--- config.mk ---
export PLATFORM = sky130hd
export DESIGN_NAME = fmul_arbiter
export DESIGN_NICKNAME = d
export VERILOG_FILES = /design/src/rtl/fmul_pkg.sv /design/src/rtl/fmul_tag_pipe.sv /design/src/rtl/fmul_arbiter.sv
export SDC_FILE = /design/constraint.sdc
export NUM_CORES = 1
export LEC_CHECK = 0
export CORE_ASPECT_RATIO = 0.8
export CORE_MARGIN = 2
export CORE_UTILIZATION = 40
export CTS_BUF_LIST = sky130_fd_sc_hd__clkbuf_8
export CTS_CLUSTER_DIAMETER = 150
export DETAILED_ROUTE_END_ITERATION = 7
export PLACE_DENSITY = 0.84
export SETUP_SLACK_MARGIN = 0.3
export SLEW_MARGIN = 20
export SYNTH_ARGS = -nofsm -noshare
export SYNTH_HDL_FRONTEND = slang
export SYNTH_HIERARCHICAL = 1
export SYNTH_SLANG_ARGS = --single-unit
--- constraint.sdc ---
create_clock -name clk -period 5.85 [get_ports clk]
set_clock_uncertainty 0.1 [all_clocks]
set_input_delay 1.17 -clock clk [delete_from_list [all_inputs] [get_ports clk]]
set_output_delay 1.17 -clock clk [all_outputs]
set_load 0.05 [all_outputs]
--- src/rtl/fmul_pkg.sv ---
// Shared types and constants for the FMUL arbiter and its tag pipeline.
package fmul_pkg;

  localparam int FP_W     = 32;
  localparam int REQ_ID_W = 1;
  localparam int FMUL_LAT = 2;

  typedef struct packed {
    logic                valid;
    logic [REQ_ID_W-1:0] id;
  } fmul_tag_t;

endpackage

--- src/rtl/fmul_tag_pipe.sv ---
// LAT-deep shift register that follows each issued multiply through the FMUL.
module fmul_tag_pipe
  import fmul_pkg::*;
#(
  parameter int LAT = FMUL_LAT
) (
  input  logic      clk,
  input  logic      clr_i,
  input  fmul_tag_t tag_i,
  output fmul_tag_t tag_o
);

  fmul_tag_t stage_q [LAT];

  always_ff @(posedge clk) begin
    if (clr_i) begin
      for (int i = 0; i < LAT; i++) stage_q[i] <= '0;
    end else begin
      stage_q[0] <= tag_i;
      for (int i = 1; i < LAT; i++) stage_q[i] <= stage_q[i-1];
    end
  end

  assign tag_o = stage_q[LAT-1];

endmodule

--- src/rtl/fmul_arbiter.sv ---
// Round-robin arbiter for two clients sharing one fixed-latency FMUL; routes results back by tag.
// Handshake: a request transfers on the rising edge where reqN_valid && reqN_ready; ready is combinational.
module fmul_arbiter
  import fmul_pkg::*;
#(
  parameter int LAT = FMUL_LAT,
  parameter int CW  = $clog2(LAT + 2)
) (
  input  logic            clk,
  input  logic            rst,
  input  logic            req0_valid,
  input  logic            req1_valid,
  output logic            req0_ready,
  output logic            req1_ready,
  input  logic [FP_W-1:0] req0_a,
  input  logic [FP_W-1:0] req0_b,
  input  logic [FP_W-1:0] req1_a,
  input  logic [FP_W-1:0] req1_b,
  output logic [FP_W-1:0] fmul_a,
  output logic [FP_W-1:0] fmul_b,
  input  logic [FP_W-1:0] fmul_y,
  input  logic            fmul_overflow,
  input  logic            fmul_error,
  output logic            rsp0_valid,
  output logic            rsp1_valid,
  output logic [FP_W-1:0] rsp0_y,
  output logic [FP_W-1:0] rsp1_y,
  output logic            rsp0_overflow,
  output logic            rsp0_error,
  output logic            rsp1_overflow,
  output logic            rsp1_error,
  output logic [CW-1:0]   inflight0,
  output logic [CW-1:0]   inflight1,
  output logic            busy,
  output logic            dbg_rr_o
);

  logic            rr_q, rr_d;
  logic            gnt_id, issue;
  fmul_tag_t       issue_tag_q, tail_tag;
  logic [FP_W-1:0] fmul_a_q, fmul_b_q;
  logic            rsp_valid_q [2];
  logic [FP_W-1:0] rsp_y_q [2];
  logic            rsp_ovf_q [2], rsp_err_q [2];
  logic [CW-1:0]   inflight_q [2], inflight_d [2];
  logic            inc [2], dec [2];

  always_comb begin
    gnt_id = 1'b0;
    if (req0_valid && req1_valid) gnt_id = rr_q;
    else if (req1_valid)          gnt_id = 1'b1;
    issue      = !rst && (req0_valid || req1_valid);
    req0_ready = issue && !gnt_id;
    req1_ready = issue && gnt_id;
    rr_d       = issue ? ~gnt_id : rr_q;
  end

  // The issue tag sits beside the operand register, so the tail lines up with fmul_y.
  fmul_tag_pipe #(.LAT(LAT)) u_tag_pipe (
    .clk   (clk),
    .clr_i (rst),
    .tag_i (issue_tag_q),
    .tag_o (tail_tag)
  );

  always_comb begin
    for (int n = 0; n < 2; n++) begin
      inc[n]        = issue && (gnt_id == 1'(n));
      dec[n]        = tail_tag.valid && (tail_tag.id == 1'(n));
      inflight_d[n] = inflight_q[n];
      if (inc[n] && !dec[n])      inflight_d[n] = inflight_q[n] + CW'(1);
      else if (dec[n] && !inc[n]) inflight_d[n] = inflight_q[n] - CW'(1);
    end
  end

  always_ff @(posedge clk) begin
    if (rst) begin
      rr_q        <= 1'b0;
      issue_tag_q <= '0;
      fmul_a_q    <= '0;
      fmul_b_q    <= '0;
      for (int n = 0; n < 2; n++) begin
        rsp_valid_q[n] <= 1'b0;
        rsp_y_q[n]     <= '0;
        rsp_ovf_q[n]   <= 1'b0;
        rsp_err_q[n]   <= 1'b0;
        inflight_q[n]  <= '0;
      end
    end else begin
      rr_q        <= rr_d;
      issue_tag_q <= '{valid: issue, id: gnt_id};
      if (issue) begin
        fmul_a_q <= gnt_id ? req1_a : req0_a;
        fmul_b_q <= gnt_id ? req1_b : req0_b;
      end
      for (int n = 0; n < 2; n++) begin
        rsp_valid_q[n] <= dec[n];
        inflight_q[n]  <= inflight_d[n];
        if (dec[n]) begin
          rsp_y_q[n]   <= fmul_y;
          rsp_ovf_q[n] <= fmul_overflow;
          rsp_err_q[n] <= fmul_error;
        end
      end
    end
  end

  assign fmul_a        = fmul_a_q;
  assign fmul_b        = fmul_b_q;
  assign rsp0_valid    = rsp_valid_q[0];
  assign rsp1_valid    = rsp_valid_q[1];
  assign rsp0_y        = rsp_y_q[0];
  assign rsp1_y        = rsp_y_q[1];
  assign rsp0_overflow = rsp_ovf_q[0];
  assign rsp1_overflow = rsp_ovf_q[1];
  assign rsp0_error    = rsp_err_q[0];
  assign rsp1_error    = rsp_err_q[1];
  assign inflight0     = inflight_q[0];
  assign inflight1     = inflight_q[1];
  assign busy          = (inflight_q[0] != '0) || (inflight_q[1] != '0);
  assign dbg_rr_o      = rr_q;

endmodule

# ---- Word-level counts from Yosys, hierarchy flattened
# Memories as Yosys holds them, arrays and structs flattened.
# Index checks and enable logic that the tools add are counted.
dict set report word_totals {
  regBits 67
  latchBits 0
  ramBits 78
  rom_bits 0
  n_memories 6
}
dict set report classes {
  addsub 4
  n_mul 0
  div_mod_pow 0
  n_lt_le_gt_ge 0
  eq_ne 0
  shift 0
  n_mux 29
  n_bitwise 14
  n_reduce_logical 21
}
# memory words width rd rd_clocked_by_memory_dff write_ports line_no
set mem_list {}
lappend mem_list {rsp_y_q 2 32 2 0 2 fmul_arbiter.sv:43} ;# logic [FP_W-1:0] rsp_y_q [2];
lappend mem_list {inflight_q 2 2 2 0 2 fmul_arbiter.sv:45} ;# logic [CW-1:0] inflight_q [2], inflight_d [2];
lappend mem_list {u_tag_pipe.stage_q 2 2 2 0 2 fmul_tag_pipe.sv:13} ;# fmul_tag_t stage_q [LAT];
lappend mem_list {rsp_err_q 2 1 2 0 2 fmul_arbiter.sv:44} ;# logic rsp_ovf_q [2], rsp_err_q [2];
lappend mem_list {rsp_ovf_q 2 1 2 0 2 fmul_arbiter.sv:44}
lappend mem_list {rsp_valid_q 2 1 2 0 2 fmul_arbiter.sv:42} ;# logic rsp_valid_q [2];
# operator n
set op_table {}
lappend op_table {{2-to-1 mux 32 bit} 4}
lappend op_table {{2-to-1 mux 1 bit} 17}
lappend op_table {{2-to-1 mux 2 bit} 8}
lappend op_table {{OR 1 bit} 12}
lappend op_table {{logical AND 1 bit} 11}
lappend op_table {{logical NOT 1 bit} 6}
lappend op_table {{adder 2 x 1 -> 2 bit (second input constant)} 2}
lappend op_table {{nonzero test 2 bit} 2}
lappend op_table {{subtractor 2 x 1 -> 2 bit (second input constant)} 2}
lappend op_table {{logical OR 1 bit} 2}
lappend op_table {{inverter 1 bit} 2}

# ---- Longest topological paths before layout
# Gate-level depths: netlist of run 1.
dict set report logic_depth {
  depth_word 9
  depth_mapped 9
}

# ---- Hierarchy
# Netlist of run 1, hierarchy kept.
# mod n_inst cells_each area_per_inst_um2 seq_area_each_um2
set modules_own_cells {}
lappend modules_own_cells {fmul_arbiter 1 375 5178.7 3503.4}
lappend modules_own_cells {fmul_tag_pipe 1 10 120.1 80.1}

# ---- Worst setup path after synthesis of run 1
# No wires, ideal clock.
dict set report synth_timing {
  kind {input port to output port}
  startpoint {input port req1_valid}
  endpoint {output port req1_ready}
  arrival_ns 2.000
  required_ns 4.580
  path_slack_ns 2.580
  cell_stages 4
  path_buffers 2
  cell_sequence {buf_4 -> inv_2 -> nor3_4 -> buf_2}
}
dict set report synth_between {
  elab_chain_cells 3
  word_cells_on_any_way 6
  classes_between {2 x mux; 4 x reduce/logical}
}
# element line_no
set synth_rtl {}
lappend synth_rtl {{from (decl)} fmul_arbiter.sv:12} ;# input logic req1_valid,
lappend synth_rtl {{2-to-1 mux 1 bit (tied with other cells)} fmul_arbiter.sv:51} ;# else if (req1_valid) gnt_id = 1'b1;
lappend synth_rtl {{2-to-1 mux 1 bit or logical AND 1 bit (tied branches)} {fmul_arbiter.sv:50, fmul_arbiter.sv:52}}
lappend synth_rtl {{logical AND 1 bit *} fmul_arbiter.sv:54} ;# req1_ready = issue && gnt_id;
lappend synth_rtl {{to (decl)} fmul_arbiter.sv:14} ;# output logic req1_ready,
# Mark *: on every way between the ends. The rest lies on a longest branch, timed or not.

# ---- Worst setup path in the final report of run 1
# Same ends and word-level chain as after synthesis.

==> results of run 1 <==
-- power breakdown --
part / switching [mW] / leakage, nW / total [mW] / internal, mW
sequential: 0.0297 / 1.37 / 1.15 / 1.12
combinational: 0.314 / 1.78 / 0.548 / 0.234
clock: 0.373 / 0.181 / 0.747 / 0.374
total: 0.717 / 3.33 / 2.45 / 1.73
-- kinds of logic (layout without fill, tap and decap cells) --
family                     after synthesis  in the layout
AOI/OAI and AO/OA                       70             70
xor gates and xnor gates                 4              4
adders and majority gates                2              2
buffers and inverters                   31            345
DFF                                    145            145
and+or+nand+nor                        133            133
-- registers in the layout (all words and copies together) (netlist names), 2 cells and up --
name and cells:
rsp_err_q 2, issue_tag_q 2, fmul_a 32, u_tag_pipe/stage_q 4
rsp_ovf_q 2, fmul_b 32, rsp_valid_q 2, inflight_q 4
rsp_y_q 64
-- worst max-delay path: cells and delay by family --
family | cells | cell delay [ns]
buffers and inverters | 3 | 1.81
and+or+nand+nor | 1 | 0.23
-- final timing paths --
kind                                          startpoint                       end  slack [ns]  depth (start not counted)
worst max register to register                  dbg_rr_o          inflight_q[0][3]        3.32                          6
worst min register to register  u_tag_pipe/stage_q[0][1]  u_tag_pipe/stage_q[0][3]        0.33                          1
worst min-delay path            u_tag_pipe/stage_q[0][1]  u_tag_pipe/stage_q[0][3]        0.33                          1
worst max-delay path                          req1_valid                req1_ready        1.37                          4
-- placed cells by master (no fill, tap or decap) --
cell	n
a211oi_1	6
a211oi_4	1
a21oi_1	3
a221o_1	58
and2_0	13
and2_1	79
buf_4	5
bufinv_16	2
clkbuf_8	17
clkdlybuf4s50_1	307
clkinv_1	2
clkinv_2	1
clkinv_4	2
clkinvlp_4	4
dfxtp_1	77
edfxtp_1	68
ha_1	2
inv_1	1
inv_2	2
inv_6	2
nand2_1	1
nand2b_1	2
nand2b_2	1
nor2_1	10
nor2b_1	6
nor2b_2	1
nor2b_4	1
nor3_1	7
nor3_4	2
nor4_1	6
o21ai_0	2
or2_2	1
or3_1	2
or4_1	1
xor2_1	4
-- metal layers --
layer  up-vias  wire [um]  GRT usage
met5         -          0          0
li1       2039          -          -
met3        20       1780      0.116
met4         0        337     0.0776
met1      2064       6260      0.260
met2       231       7900      0.370
-- area by class of cell --
type	count	area, um^2
timing repair buffer	312	3110
inverter	2	7.51
tap	175	219
fill	895	4060
clock buffer	17	234
clock inverter	14	141
sequential	145	3580
multi-input combinational	209	1560
-- per-stage QoR --
stage / power, mW / instances / utilization / setup slack (ns) / hold WS [ns]
5_1_grt: 2.53 / 874 / 0.686 / 1.32 / 0.353
2_1_floorplan: 1.47 / 385 / - / 2.58 / 0.314
3_3_place_gp: 1.71 / 843 / 0.656 / 1.47 / 0.317
3_5_place_dp: 1.72 / 843 / 0.657 / 1.39 / 0.322
4_1_cts: 2.46 / 874 / 0.686 / 1.39 / 0.339
6_report: 2.45 / 874 / 0.686 / 1.37 / 0.334
==> impl_table.tex, run 1 <==
\begin{tabular}{lr}
\hline
Metric & Value \\
\hline
\multicolumn{2}{l}{\textbf{Worst setup path}} \\
\quad Critical path startpoint category & input port \\
\quad Worst EP required & 4.58 ns \\
\quad Cell type with the highest occurrence count on the critical path & clkdlybuf4s50\_1 \\
\quad Top fanout value on the critical path & 10 \\
\quad Cells along the critical path & clkdlybuf4s50\_1, inv\_2, nor3\_4, clkdlybuf4s50\_1 \\
\quad Slowest cell delay on critical path & $\sim$0.83 ns \\
\quad Start-to-end type of the worst setup path & input port to primary output \\
\quad Data arrival time of the worst path & about 3.2 ns \\
\quad Slowest cell on the critical path & clkdlybuf4s50\_1 \\
\quad Endpoint kind of the worst setup timing path & primary output \\
\multicolumn{2}{l}{\textbf{Power}} \\
\quad Worst vdd rail ir drop & roughly 280 uV \\
\quad Leakage power & 3.33 nW \\
\quad Power per Cell Area & about 280 nW/um\^{}2 \\
\multicolumn{2}{l}{\textbf{GRT}} \\
\quad Number of antenna violations at the first check in global routing & 0 \\
\quad Grt total ovfl & 0 \\
\quad Number of global-route vias before repair & between 4000 and 5000 \\
\quad All-layer global routing usage & 0.227 \\
\quad Largest net degree at the start of global routing & 60 \\
\quad Global-route wire length before repair & around 24 mm \\
\multicolumn{2}{l}{\textbf{Synth}} \\
\quad Yosys top cell area share & 0.385 \\
\quad Top cells by count, synth & and2\_1 (79), dfxtp\_1 (77), edfxtp\_1 (68) \\
\quad Instance count of the mapped netlist & 385 \\
\quad Number of distinct library cells after synthesis & 28 \\
\quad Part of the Yosys area used for sequential elements & 0.676 \\
\quad Synth Cell Area & around 5300 um\^{}2 \\
\quad Multiplexer area fraction after synthesis & 0 \\
\quad Synth top area cells & edfxtp\_1 (39\%), dfxtp\_1 (29\%), a221o\_1 (11\%), and2\_1 (9.3\%), and2\_0 (1.5\%) \\
\quad Register bit count reported by yosys & 145 \\
\quad Combinational family with the most area after synthesis & simple AND/OR/NAND/NOR gates \\
\quad Count of flip-flops with a built-in enable after synthesis & 68 \\
\quad Library cell with the largest summed area after synthesis & edfxtp\_1 \\
\quad Synthesized-area fraction occupied by and/or/nand/nor cells & 0.153 \\
\quad Most numerous cell in the Yosys netlist & and2\_1 \\
\quad Syn Area/Cell & roughly 14 um\^{}2 \\
\quad Net count after synthesis & about 550 \\
\quad Compound-Gate Fraction of Synth Area & 0.125 \\
\quad Async set or reset register ratio after synthesis & 0 \\
\quad Post-Synth Adder-Cell Area & 0.00472 \\
\quad Number of warnings printed during yosys synthesis & 6 \\
\quad Post-synthesis xor/xnor area fraction & 0.00661 \\
\quad Most used flip-flop cell after synthesis & dfxtp\_1 \\
\multicolumn{2}{l}{\textbf{Final layout}} \\
\quad Post-Layout Inst Area & 8860 um\^{}2 \\
\quad Total Nets Final & $\sim$860 \\
\quad Share of cells above drive strength 1 & 0.0601 \\
\quad Diodes inserted & 0 \\
\quad Syn-to-layout area delta & 67.1\% \\
\multicolumn{2}{l}{\textbf{Timing}} \\
\quad Max-slew violations & 0 \\
\quad Hold violation count in the final report & 0 \\
\quad Setup repair after global routing missed its margin & false \\
\quad Fmax & $\sim$220 MHz \\
\quad Count of final setup violators & 0 \\
\quad Shortest period the worst path allows & 4.48 ns \\
\quad Slew at the pin closest to its max-slew limit & between 0.8 and 0.9 ns \\
\quad Setup total negative slack & 0 ns \\
\quad Final Cycle Share & 0.765 \\
\quad Headroom to the max-slew limit & 0.421 \\
\multicolumn{2}{l}{\textbf{Clocking}} \\
\quad TritonCTS Buffers & 17 \\
\quad Number of cells upsized or downsized after cts & 0 \\
\quad Clock tree from TritonCTS & built \\
\quad Clock-pin transition on the worst setup and hold timing paths & approximately 0.080 ns \\
\quad Number of buffers added for setup after CTS & 0 \\
\quad H-tree lvl count & 4 \\
\quad Maximum buffer depth of the clock tree & 2 \\
\quad Total of hold buffers inserted after clock tree synthesis & 0 \\
\quad Clock latency reported for the late side of the worst-skew pair & 0.43 ns \\
\quad Root buf cell & clkbuf\_8 \\
\quad CTS Sinks & 145 \\
\multicolumn{2}{l}{\textbf{Job}} \\
\quad Number of max-cap violations & 0 \\
\multicolumn{2}{l}{\textbf{Floorplanning}} \\
\quad Vertical die dimension & 107 um \\
\quad Starting Density & 0.410 \\
\quad Core Region & $\sim$13000 um\^{}2 \\
\quad Boundary pin count & a little over 300 \\
\quad Area enclosed by the die boundary & 14200 um\^{}2 \\
\quad Placement row count & 37 \\
\quad Die Width & $\sim$130 um \\
\multicolumn{2}{l}{\textbf{Placement}} \\
\quad Total of buffers placed on input and output ports & around 310 \\
\quad Post-Place Cell Area & around 8500 um\^{}2 \\
\quad Sum of net half-perimeters after detailed placement & 11.8 mm \\
\quad RePlAce Congestion & between 0.8 and 0.9 \\
\multicolumn{2}{l}{\textbf{Detailed routing}} \\
\quad Via-per-instance ratio & roughly 5.0 \\
\quad Number of iterations in the first detailed-routing pass & 5 \\
\quad Initial detailed-routing violation count & roughly 240 \\
\quad Vias post-DR & roughly 4400 \\
\quad Detail-routed net length per standard cell & approximately 19 um \\
\quad Post-route ant nets & 0 \\
\quad Routed wire length & roughly 16 mm \\
\quad DRC violation count after routing & 0 \\
\multicolumn{2}{l}{\textbf{Run status}} \\
\quad Result of the run & finished clean \\
\multicolumn{2}{l}{\textbf{Worst hold path}} \\
\quad Class of the most critical hold timing path & register to register \\
\hline
\end{tabular}
No activity file was read; power rests on OpenSTA's default activity.
==> run 2: changes to the inputs <==
Settings changed: CORE_UTILIZATION 40 to 35, PLACE_DENSITY 0.84 to 0.78.
Clock period 5.85 ns to 4.1 ns, I/O delays scaled along.
==> run 2 against run 1 <==
  * First-iteration DRC count fell by 20%
  * Highest routed layer unchanged
  * Sequential share of layout area fell by 0.12 points
  * Combinational power increased by 43%
  * Flip-flop and latch count unchanged
  * Critical path type unchanged
  * Worst hold slack gained 0.011 ns
  * Utilization decreased by 9.0 points
  * Clock-buffer cell count stayed put
  * Die area is 14% higher
  * Via count is 0.87% higher
==> impl_table.tex, run 2 (synthesis gave the netlist of run 1 again) <==
\begin{tabular}{lr}
\hline
Metric & Value \\
\hline
\multicolumn{2}{l}{\textbf{Final layout}} \\
\quad Share of cells above drive strength 1 & 0.0658 \\
\quad Total area of multi-input combinational cells & 1560 um\^{}2 \\
\quad Most frequent standard cell in the layout excluding fill and tap cells & clkdlybuf4s50\_1 \\
\quad Total Nets Final & around 850 \\
\quad Post-Layout Inst Area & $\sim$8900 um\^{}2 \\
\quad Top library cells by usage in the layout, fill and taps aside & clkdlybuf4s50\_1 (305), and2\_1 (79), dfxtp\_1 (77), edfxtp\_1 (68), a221o\_1 (58) \\
\quad Syn-to-layout area delta & 67.6\% \\
\quad Largest register by flop count & rsp\_y\_q \\
\quad Register area & 3580 um\^{}2 \\
\quad Filler cell count in the final layout & 1169 \\
\quad Diodes inserted & 0 \\
\quad Max reg flops & 64 \\
\multicolumn{2}{l}{\textbf{Worst setup path}} \\
\quad Count of buffer and inverter cells on the critical path & 2 \\
\quad Slowest cell delay on critical path & a little over 0.7 ns \\
\quad Reg-to-reg endpoint & fmul\_a[31] \\
\quad Cell depth of the worst flop-to-flop path & 3 \\
\quad Worst EP required & 3.18 ns \\
\quad Logic depth of the worst setup path including buffers & 3 \\
\quad Timing startpoint of the critical path & rst \\
\quad Launch instance of the worst register-to-register path & dbg\_rr\_o \\
\quad Cells along the critical path & clkdlybuf4s50\_1, a211oi\_4, buf\_12 \\
\quad Critical path startpoint category & input port \\
\quad Slowest cell on the critical path & clkdlybuf4s50\_1 \\
\quad Endpoint kind of the worst setup timing path & primary output \\
\quad Top fanout value on the critical path & 12 \\
\quad Start-to-end type of the worst setup path & input port to primary output \\
\quad Data arrival time of the worst path & 2.38 ns \\
\quad Worst-case register-to-register setup slack & $\sim$2.0 ns \\
\quad Category of cells accounting for the largest share of critical-path delay & buffers and inverters \\
\quad Setup crit end & req0\_ready \\
\multicolumn{2}{l}{\textbf{Timing}} \\
\quad Slew at the pin closest to its max-slew limit & $\sim$0.85 ns \\
\quad Setup total negative slack & 0 ns \\
\quad Max-slew violations & 0 \\
\quad Fmax & just over 300 MHz \\
\quad Count of final setup violators & 0 \\
\quad Worst Hold Margin & 0.346 ns \\
\quad Setup repair after global routing missed its margin & false \\
\quad Headroom to the max-slew limit & 0.433 \\
\quad Shortest period the worst path allows & 3.30 ns \\
\quad Final Cycle Share & 0.805 \\
\quad Slack of the critical path & approximately 0.8 ns \\
\quad Hold violation count in the final report & 0 \\
\multicolumn{2}{l}{\textbf{Clocking}} \\
\quad Maximum buffer depth of the clock tree & 2 \\
\quad TritonCTS Buffers & 17 \\
\quad Number of cells upsized or downsized after cts & 0 \\
\quad Number of buffers added for setup after CTS & 0 \\
\quad H-tree lvl count & 4 \\
\quad Total of hold buffers inserted after clock tree synthesis & 0 \\
\quad Clock-pin transition on the worst setup and hold timing paths & around 0.07 ns \\
\quad Clock tree from TritonCTS & built \\
\quad Root buf cell & clkbuf\_8 \\
\quad CTS Sinks & between 100 and 150 \\
\quad Clock latency reported for the late side of the worst-skew pair & 0.44 ns \\
\multicolumn{2}{l}{\textbf{Placement}} \\
\quad Post-Place Cell Area & between 8000 and 9000 um\^{}2 \\
\quad Total of buffers placed on input and output ports & slightly above 300 \\
\quad Setup Slack @ Placement & roughly 0.72 ns \\
\quad Sum of net half-perimeters after detailed placement & 11.9 mm \\
\quad RePlAce Congestion & 0.787 \\
\multicolumn{2}{l}{\textbf{GRT}} \\
\quad Number of antenna violations at the first check in global routing & 0 \\
\quad Global-route wire length before repair & about 25 mm \\
\quad Largest net degree at the start of global routing & 57 \\
\quad Grt total ovfl & 0 \\
\quad Number of global-route vias before repair & 4415 \\
\quad All-layer global routing usage & 0.201 \\
\multicolumn{2}{l}{\textbf{Detailed routing}} \\
\quad DRC violation count after routing & 0 \\
\quad Routed wire length & between 15 and 20 mm \\
\quad Via-per-instance ratio & slightly below 5 \\
\quad Number of iterations in the first detailed-routing pass & 4 \\
\quad Initial detailed-routing violation count & just under 200 \\
\quad Post-route ant nets & 0 \\
\quad Detail-routed net length per standard cell & roughly 19 um \\
\quad Vias post-DR & approximately 4400 \\
\multicolumn{2}{l}{\textbf{Power}} \\
\quad Power per Cell Area & $\sim$390 nW/um\^{}2 \\
\quad Leakage power & around 3.3 nW \\
\quad Worst vdd rail ir drop & around 260 uV \\
\multicolumn{2}{l}{\textbf{Floorplanning}} \\
\quad Area enclosed by the die boundary & 16100 um\^{}2 \\
\quad Placement row count & 40 \\
\quad Die Width & approximately 140 um \\
\quad Boundary pin count & $\sim$300 \\
\quad Vertical die dimension & 114 um \\
\quad Core Region & 14900 um\^{}2 \\
\quad Starting Density & 0.355 \\
\multicolumn{2}{l}{\textbf{Worst hold path}} \\
\quad Worst Hold Launch & u\_tag\_pipe/stage\_q[0][2] \\
\quad Class of the most critical hold timing path & register to register \\
\multicolumn{2}{l}{\textbf{Run status}} \\
\quad Result of the run & finished clean \\
\multicolumn{2}{l}{\textbf{Job}} \\
\quad Number of max-cap violations & 0 \\
\hline
\end{tabular}
## run 2: area by class of cell
type,instances,share of cell area
clock inverters,15,0.0152
clock buffers,17,0.0263
flip-flops and latches,145,0.403
repair buffers,311,0.352
inverters,2,0.000845
multi-input cells,209,0.176
well taps,189,0.0266
## run 2: worst min path at each step
stage                                           to  slack (ns)  depth (start not counted)
after floorplan           u_tag_pipe/stage_q[0][0]        0.31                          1
after global placement    u_tag_pipe/stage_q[0][0]        0.32                          1
after detailed placement  u_tag_pipe/stage_q[0][2]        0.33                          1
after CTS                 u_tag_pipe/stage_q[0][2]        0.35                          1
after global routing      u_tag_pipe/stage_q[0][2]        0.36                          1
final                            rsp_valid_q[0][0]        0.35                          1
## run 2: per-stage QoR
| step | cells | utilization | power (mW) |
|---|---|---|---|
| floorplan | 385 | - | 2.09 |
| global placement | 856 | 0.570 | 2.45 |
| detailed placement | 856 | 0.570 | 2.46 |
| CTS | 888 | 0.595 | 3.51 |
| global route | 888 | 0.596 | 3.61 |
| finish | 888 | 0.596 | 3.48 |
## run 2: report_power, final
group / total [mW] / switching [mW] / internal (mW)
combinational: 0.785 / 0.450 / 0.335
sequential: 1.64 / 0.0441 / 1.60
clock: 1.05 / 0.563 / 0.486
total: 3.48 / 1.06 / 2.42
## run 2: layer usage
| layer | global-route usage | part of all wire | up-vias |
|---|---|---|---|
| met2 | 0.325 | 0.48 | 229 |
| met1 | 0.246 | 0.40 | 2097 |
| met3 | 0.0786 | 0.095 | 25 |
| li1 | - | - | 2041 |
| met5 | 0 | 0 | - |
| met4 | 0.0753 | 0.023 | 0 |
